[config.mk]
export PLATFORM = sky130hd
export DESIGN_NAME = pio_gpio
export DESIGN_NICKNAME = d
export VERILOG_FILES = /design/src/rtl/pio_pkg.sv /design/src/rtl/pio_edge_detect.sv /design/src/rtl/pio_gpio.sv
export SDC_FILE = /design/constraint.sdc
export NUM_CORES = 1
export LEC_CHECK = 0
export ABC_AREA = 1
export ABC_CLOCK_PERIOD_IN_PS = 1800
export BUFFER_PORTS_ARGS = -buffer_cell sky130_fd_sc_hd__buf_2
export CAP_MARGIN = 20
export CORE_ASPECT_RATIO = 1.75
export CORE_MARGIN = 5
export CORE_UTILIZATION = 59
export DETAILED_ROUTE_END_ITERATION = 8
export PLACE_DENSITY = 0.84
export RECOVER_POWER = 100
export SYNTH_ARGS = -nofsm -noshare
export SYNTH_HDL_FRONTEND = slang
export SYNTH_SLANG_ARGS = --single-unit
[constraint.sdc]
create_clock -name clk -period 1.8 [get_ports clk]
set_input_delay 0.09 -clock clk [delete_from_list [all_inputs] [get_ports clk]]
set_output_delay 0.09 -clock clk [all_outputs]
set_load 0.01 [all_outputs]
[src/rtl/pio_pkg.sv]
// Shared constants for the pio_gpio PIO slave: register map, edge-type codes
// and the synchroniser warm-up length.
package pio_pkg;

  localparam logic [2:0] ADDR_DATA = 3'd0;
  localparam logic [2:0] ADDR_DIR  = 3'd1;
  localparam logic [2:0] ADDR_MASK = 3'd2;
  localparam logic [2:0] ADDR_EDGE = 3'd3;
  localparam logic [2:0] ADDR_SET  = 3'd4;
  localparam logic [2:0] ADDR_CLR  = 3'd5;

  localparam int EDGE_RISE = 0;
  localparam int EDGE_FALL = 1;
  localparam int EDGE_ANY  = 2;

  localparam int WARM_CYCLES = 3;

  typedef logic [1:0] warm_t;

endpackage

[src/rtl/pio_edge_detect.sv]
// Two-flop input synchroniser plus a history flop; flags per-bit edges of the
// selected type between the synchronised value and its previous sample.
module pio_edge_detect
  import pio_pkg::*;
#(
  parameter int WIDTH     = 18,
  parameter int EDGE_TYPE = EDGE_RISE
) (
  input  logic             clk,
  input  logic             reset_n,
  input  logic [WIDTH-1:0] pin_i,
  output logic [WIDTH-1:0] sync_o,
  output logic [WIDTH-1:0] edge_o
);

  logic [WIDTH-1:0] sync1_q, sync2_q, prev_q;

  always_ff @(posedge clk) begin
    if (!reset_n) begin
      sync1_q <= '0;
      sync2_q <= '0;
      prev_q  <= '0;
    end else begin
      sync1_q <= pin_i;
      sync2_q <= sync1_q;
      prev_q  <= sync2_q;
    end
  end

  always_comb begin
    case (EDGE_TYPE)
      EDGE_FALL: edge_o = ~sync2_q & prev_q;
      EDGE_ANY:  edge_o = sync2_q ^ prev_q;
      default:   edge_o = sync2_q & ~prev_q;
    endcase
  end

  assign sync_o = sync2_q;

endmodule

[src/rtl/pio_gpio.sv]
// Avalon-MM general-purpose PIO: data/direction/mask/edge-capture registers,
// level irq. Define PIO_SETCLR_EN to enable the OUTSET (4) / OUTCLR (5) ports.
module pio_gpio
  import pio_pkg::*;
#(
  parameter int          WIDTH     = 18,
  parameter logic [31:0] OUT_RESET = 32'h0000_0000,
  parameter logic [31:0] DIR_RESET = 32'hFFFF_FFFF,
  parameter int          EDGE_TYPE = EDGE_RISE
) (
  input  logic             clk,
  input  logic             reset_n,
  input  logic [2:0]       address,
  input  logic             chipselect,
  input  logic             write_n,
  input  logic [WIDTH-1:0] writedata,
  output logic [WIDTH-1:0] readdata,
  input  logic [WIDTH-1:0] in_port,
  output logic [WIDTH-1:0] out_port,
  output logic [WIDTH-1:0] oe,
  output logic             irq
);

  logic [WIDTH-1:0] data_out_q, data_out_d;
  logic [WIDTH-1:0] dir_q, dir_d;
  logic [WIDTH-1:0] mask_q, mask_d;
  logic [WIDTH-1:0] cap_q, cap_d;
  warm_t            warm_q, warm_d;
  logic [WIDTH-1:0] sync2, edges, clr;
  logic             wr, warm_done;

  pio_edge_detect #(
    .WIDTH     (WIDTH),
    .EDGE_TYPE (EDGE_TYPE)
  ) u_edge (
    .clk     (clk),
    .reset_n (reset_n),
    .pin_i   (in_port),
    .sync_o  (sync2),
    .edge_o  (edges)
  );

  assign wr        = chipselect & ~write_n;
  // Capture stays off until the zeroed synchroniser has filled with real pin data.
  assign warm_done = (warm_q == warm_t'(WARM_CYCLES));
  assign warm_d    = warm_done ? warm_q : warm_q + warm_t'(1);

  always_comb begin
    data_out_d = data_out_q;
    dir_d      = dir_q;
    mask_d     = mask_q;
    clr        = '0;
    if (wr) begin
      case (address)
        ADDR_DATA: data_out_d = writedata;
        ADDR_DIR:  dir_d      = writedata;
        ADDR_MASK: mask_d     = writedata;
        ADDR_EDGE: clr        = writedata;
`ifdef PIO_SETCLR_EN
        ADDR_SET:  data_out_d = data_out_q | writedata;
        ADDR_CLR:  data_out_d = data_out_q & ~writedata;
`endif
        default: ;
      endcase
    end
    // A new edge beats a simultaneous write-1-clear of the same bit.
    cap_d = (cap_q & ~clr) | (warm_done ? edges : '0);
  end

  always_ff @(posedge clk) begin
    if (!reset_n) begin
      data_out_q <= OUT_RESET[WIDTH-1:0];
      dir_q      <= DIR_RESET[WIDTH-1:0];
      mask_q     <= '0;
      cap_q      <= '0;
      warm_q     <= '0;
    end else begin
      data_out_q <= data_out_d;
      dir_q      <= dir_d;
      mask_q     <= mask_d;
      cap_q      <= cap_d;
      warm_q     <= warm_d;
    end
  end

  always_comb begin
    case (address)
      ADDR_DATA: readdata = (dir_q & data_out_q) | (~dir_q & sync2);
      ADDR_DIR:  readdata = dir_q;
      ADDR_MASK: readdata = mask_q;
      ADDR_EDGE: readdata = cap_q;
      ADDR_SET,
      ADDR_CLR:  readdata = '0;
      default:   readdata = '0;
    endcase
  end

  assign out_port = data_out_q;
  assign oe       = dir_q;
  assign irq      = |(cap_q & mask_q);

endmodule

==> impl_metrics.toml <==
[run_status]
status = "finished, final reports clean"

[floorplan]
rows = 45
ioPinCount = 98
die_x_um = 81.5
die_area_um2 = 11000
initial_core_util_pct = 60.5
die_h_um = 135
core_area_um2 = 8730

[final_layout]
utilization_pct = 75.1
drive_above_1_share_pct = 9.81
diodes = 0
seqCellArea_um2 = 2560
multi_input_area_um2 = 2160
final_common_cell = "nand2_1"
fill_cells = 683
syn_to_final_growth_pct = 24.2
nNetsFinal = 959
final_cell_mix = "nand2_1, dfxtp_1, nor2_1"

[drt]
firstDrtPassIters = 5
avgRoutedWirePerCell_um = 13.1
dr_wl_met2_um = 7130
first_iter_violations = 410
drc = 0
via_per_inst = 5.06
wl_met1_um = 5250
wirelength_um = 13700
wl_met3_um = 960
ant_nets = 0
vias = 5291
routed.top_layer = "met4"

[cts]
clk_pin_slew_worst_paths_ns = 0.06
insertion_delay_ns = 0.41
cts_tree = "yes"
cts_buffer_depth = 2
clock-sinks = 128
cts.root.buffer_cell = "clkbuf_16"
cts_max_level = 4
numCtsBuffers = 17

[setup_path]
cpPeakStageDelay_ns = 0.42
r2r_cells = 4
reg2reg_to = "warm_q[0]$_SDFFE_PN0N_"
start_kind = "flop"
crit_type = "flop to primary output"
path_cells = "nand2_1 > o21ai_0 > nand2_1 > nand4_1 > clkbuf_1"
cp.required_ns = 1.71
timing.rr.start = "warm_q[0]$_SDFFE_PN0N_"
regToRegSetupSlack_ns = 0.39
crit_buf_inv = 1
crit_top_cell = "nand2_1"
cp.arrival_ns = 1.35
end_kind = "primary output"
critPathTopFamily = "flip-flops"
cp_max_fo = 5
cpMaxStageDelayCell = "dfxtp_1"

[global_route]
grt_use_total_pct = 26.1
grt_first_pass_wirelength_um = 22400
grt_pass1_vias = 5113
grt_max_degree = 44
grt-ovfl-total = 0
antenna_found_initial = 0

[hold_path]
whs_endpoint = "out_port[1]$_SDFFE_PN0P_"
worst_hold_path_type = "primary input to flop"
hold_depth = 5
hp-start = "writedata[1]"

[pwr]
fin_total_pwr_mw = 6.78
power_density_nw_per_um2 = 1030
ir_drop_mv = 0.985
p_leak_nw = 3.29

[sta]
period_share_pct = 80.0
fin_hold_ws_ns = 0.0136
fin_crit_ns = 1.44
tightestPinTransition_ns = 0.914
slew-limit-headroom_pct = 38.9
max_freq_mhz = 694
setup_violations = 0
hold_viol_final = 0
worst_slack_ns = 0.360
rsz0062_at_grt = "no"
final_max_slew_viol_count = 0
fin_skew_ns = 0.00667
timing.setup.tns_ns = 0

[placement]
portBuffers = 97
place_congestion = 0.863
dpl.hpwl_um = 9100
dp_slack_ns = 0.490

[yosys]
ys_types = 19
syn_nets = 840
synth_area_per_cell_um2 = 6.63
synthCells = 796
ys_ff_latch = 128
ys_seq_area_share_pct = 48.6
synth_area_um2 = 5280
ys_warn_count = 0

[run]
drv_cap = 0
==> where the power goes <==
part | leakage, nW | internal (mW) | switching, mW | total, mW
Combinational | 1.97 | 0.192 | 0.328 | 0.520
Sequential | 1.04 | 2.93 | 0.0594 | 2.99
Clock | 0.281 | 2.07 | 1.19 | 3.26
Total | 3.29 | 5.20 | 1.58 | 6.78
==> area by class of cell <==
type | instances | share of cell area (%)
flip-flops and latches | 128 | 39.1
clock buffers | 23 | 7.60
inverters | 101 | 5.78
clock inverters | 9 | 1.24
multi-input cells | 535 | 33.0
repair buffers | 132 | 11.1
well taps | 117 | 2.23
==> synthesized netlist by cell type (all sizes together) <==
library cell	number	area, um^2
clkbuf	11	41.3
nor3	1	16.3
nand4	19	119
inv	99	372
o21ai	19	95.1
nand3	1	17.5
dfxtp	128	2560
nand2	336	1260
ha	1	12.5
nor2	121	472
a21oi	36	180
xor2	1	8.76
buf	21	111
clkinv	2	7.51
==> tightest hold or removal path, delay by kind of cell <==
| family | cells | cell delay (ns) |
|---|---|---|
| buffers and inverters | 2 | 0.13 |
| AND/OR/NAND/NOR | 3 | 0.18 |
==> what timing repair did <==
action,CTS,global route
gates resized for setup,0,0
hold endpoints to repair,18,0
hold buffers,18,0
buffers inserted,0,0
==> state kept, by name, summed over array words and instances, names as in the netlist <==
register        flops
out_port           18
u_edge.sync_o      18
u_edge.sync1_q     18
oe                 18
mask_q             18
warm_q              2
u_edge.prev_q      18
cap_q              18
==> metal layers <==
metal	global-route usage (%)	up-vias
li1	-	2619
met1	29.1	2387
met2	45.1	249
met3	5.87	36
met4	13.2	0
met5	0	-
==> worst max path at each step <==
stage	depth (start not counted)	end	startpoint
floorplan	5	cap_q[10]$_SDFF_PN0_	warm_q[0]$_SDFFE_PN0N_
global placement	8	mask_q[15]$_SDFFE_PN0P_	write_n
detailed placement	8	out_port[16]$_SDFFE_PN0P_	write_n
CTS	7	irq	cap_q[17]$_SDFF_PN0_
global route	5	readdata[9]	oe[9]$_SDFFE_PN1P_
finish	5	readdata[9]	oe[9]$_SDFFE_PN1P_
==> per-stage QoR <==
step | instances | instance area [um^2]
floorplan | 796 | 5280
global placement | 995 | 5900
detailed placement | 995 | 5900
CTS | 1045 | 6660
global route | 1045 | 6560
finish | 1045 | 6560
==> logic make-up after synthesis <==
| group | after synthesis | share of synthesized area [%] |
|---|---|---|
| AO/OA/AOI/OAI | 55 | 5.22 |
| XOR/XNOR | 1 | 0.166 |
| adder cells (fa/ha/maj) | 1 | 0.237 |
| buffers and inverters | 133 | 10.1 |
| flip-flops | 128 | 48.6 |
| AND/OR/NAND/NOR | 478 | 35.7 |
(Power assumes the default switching activity.)
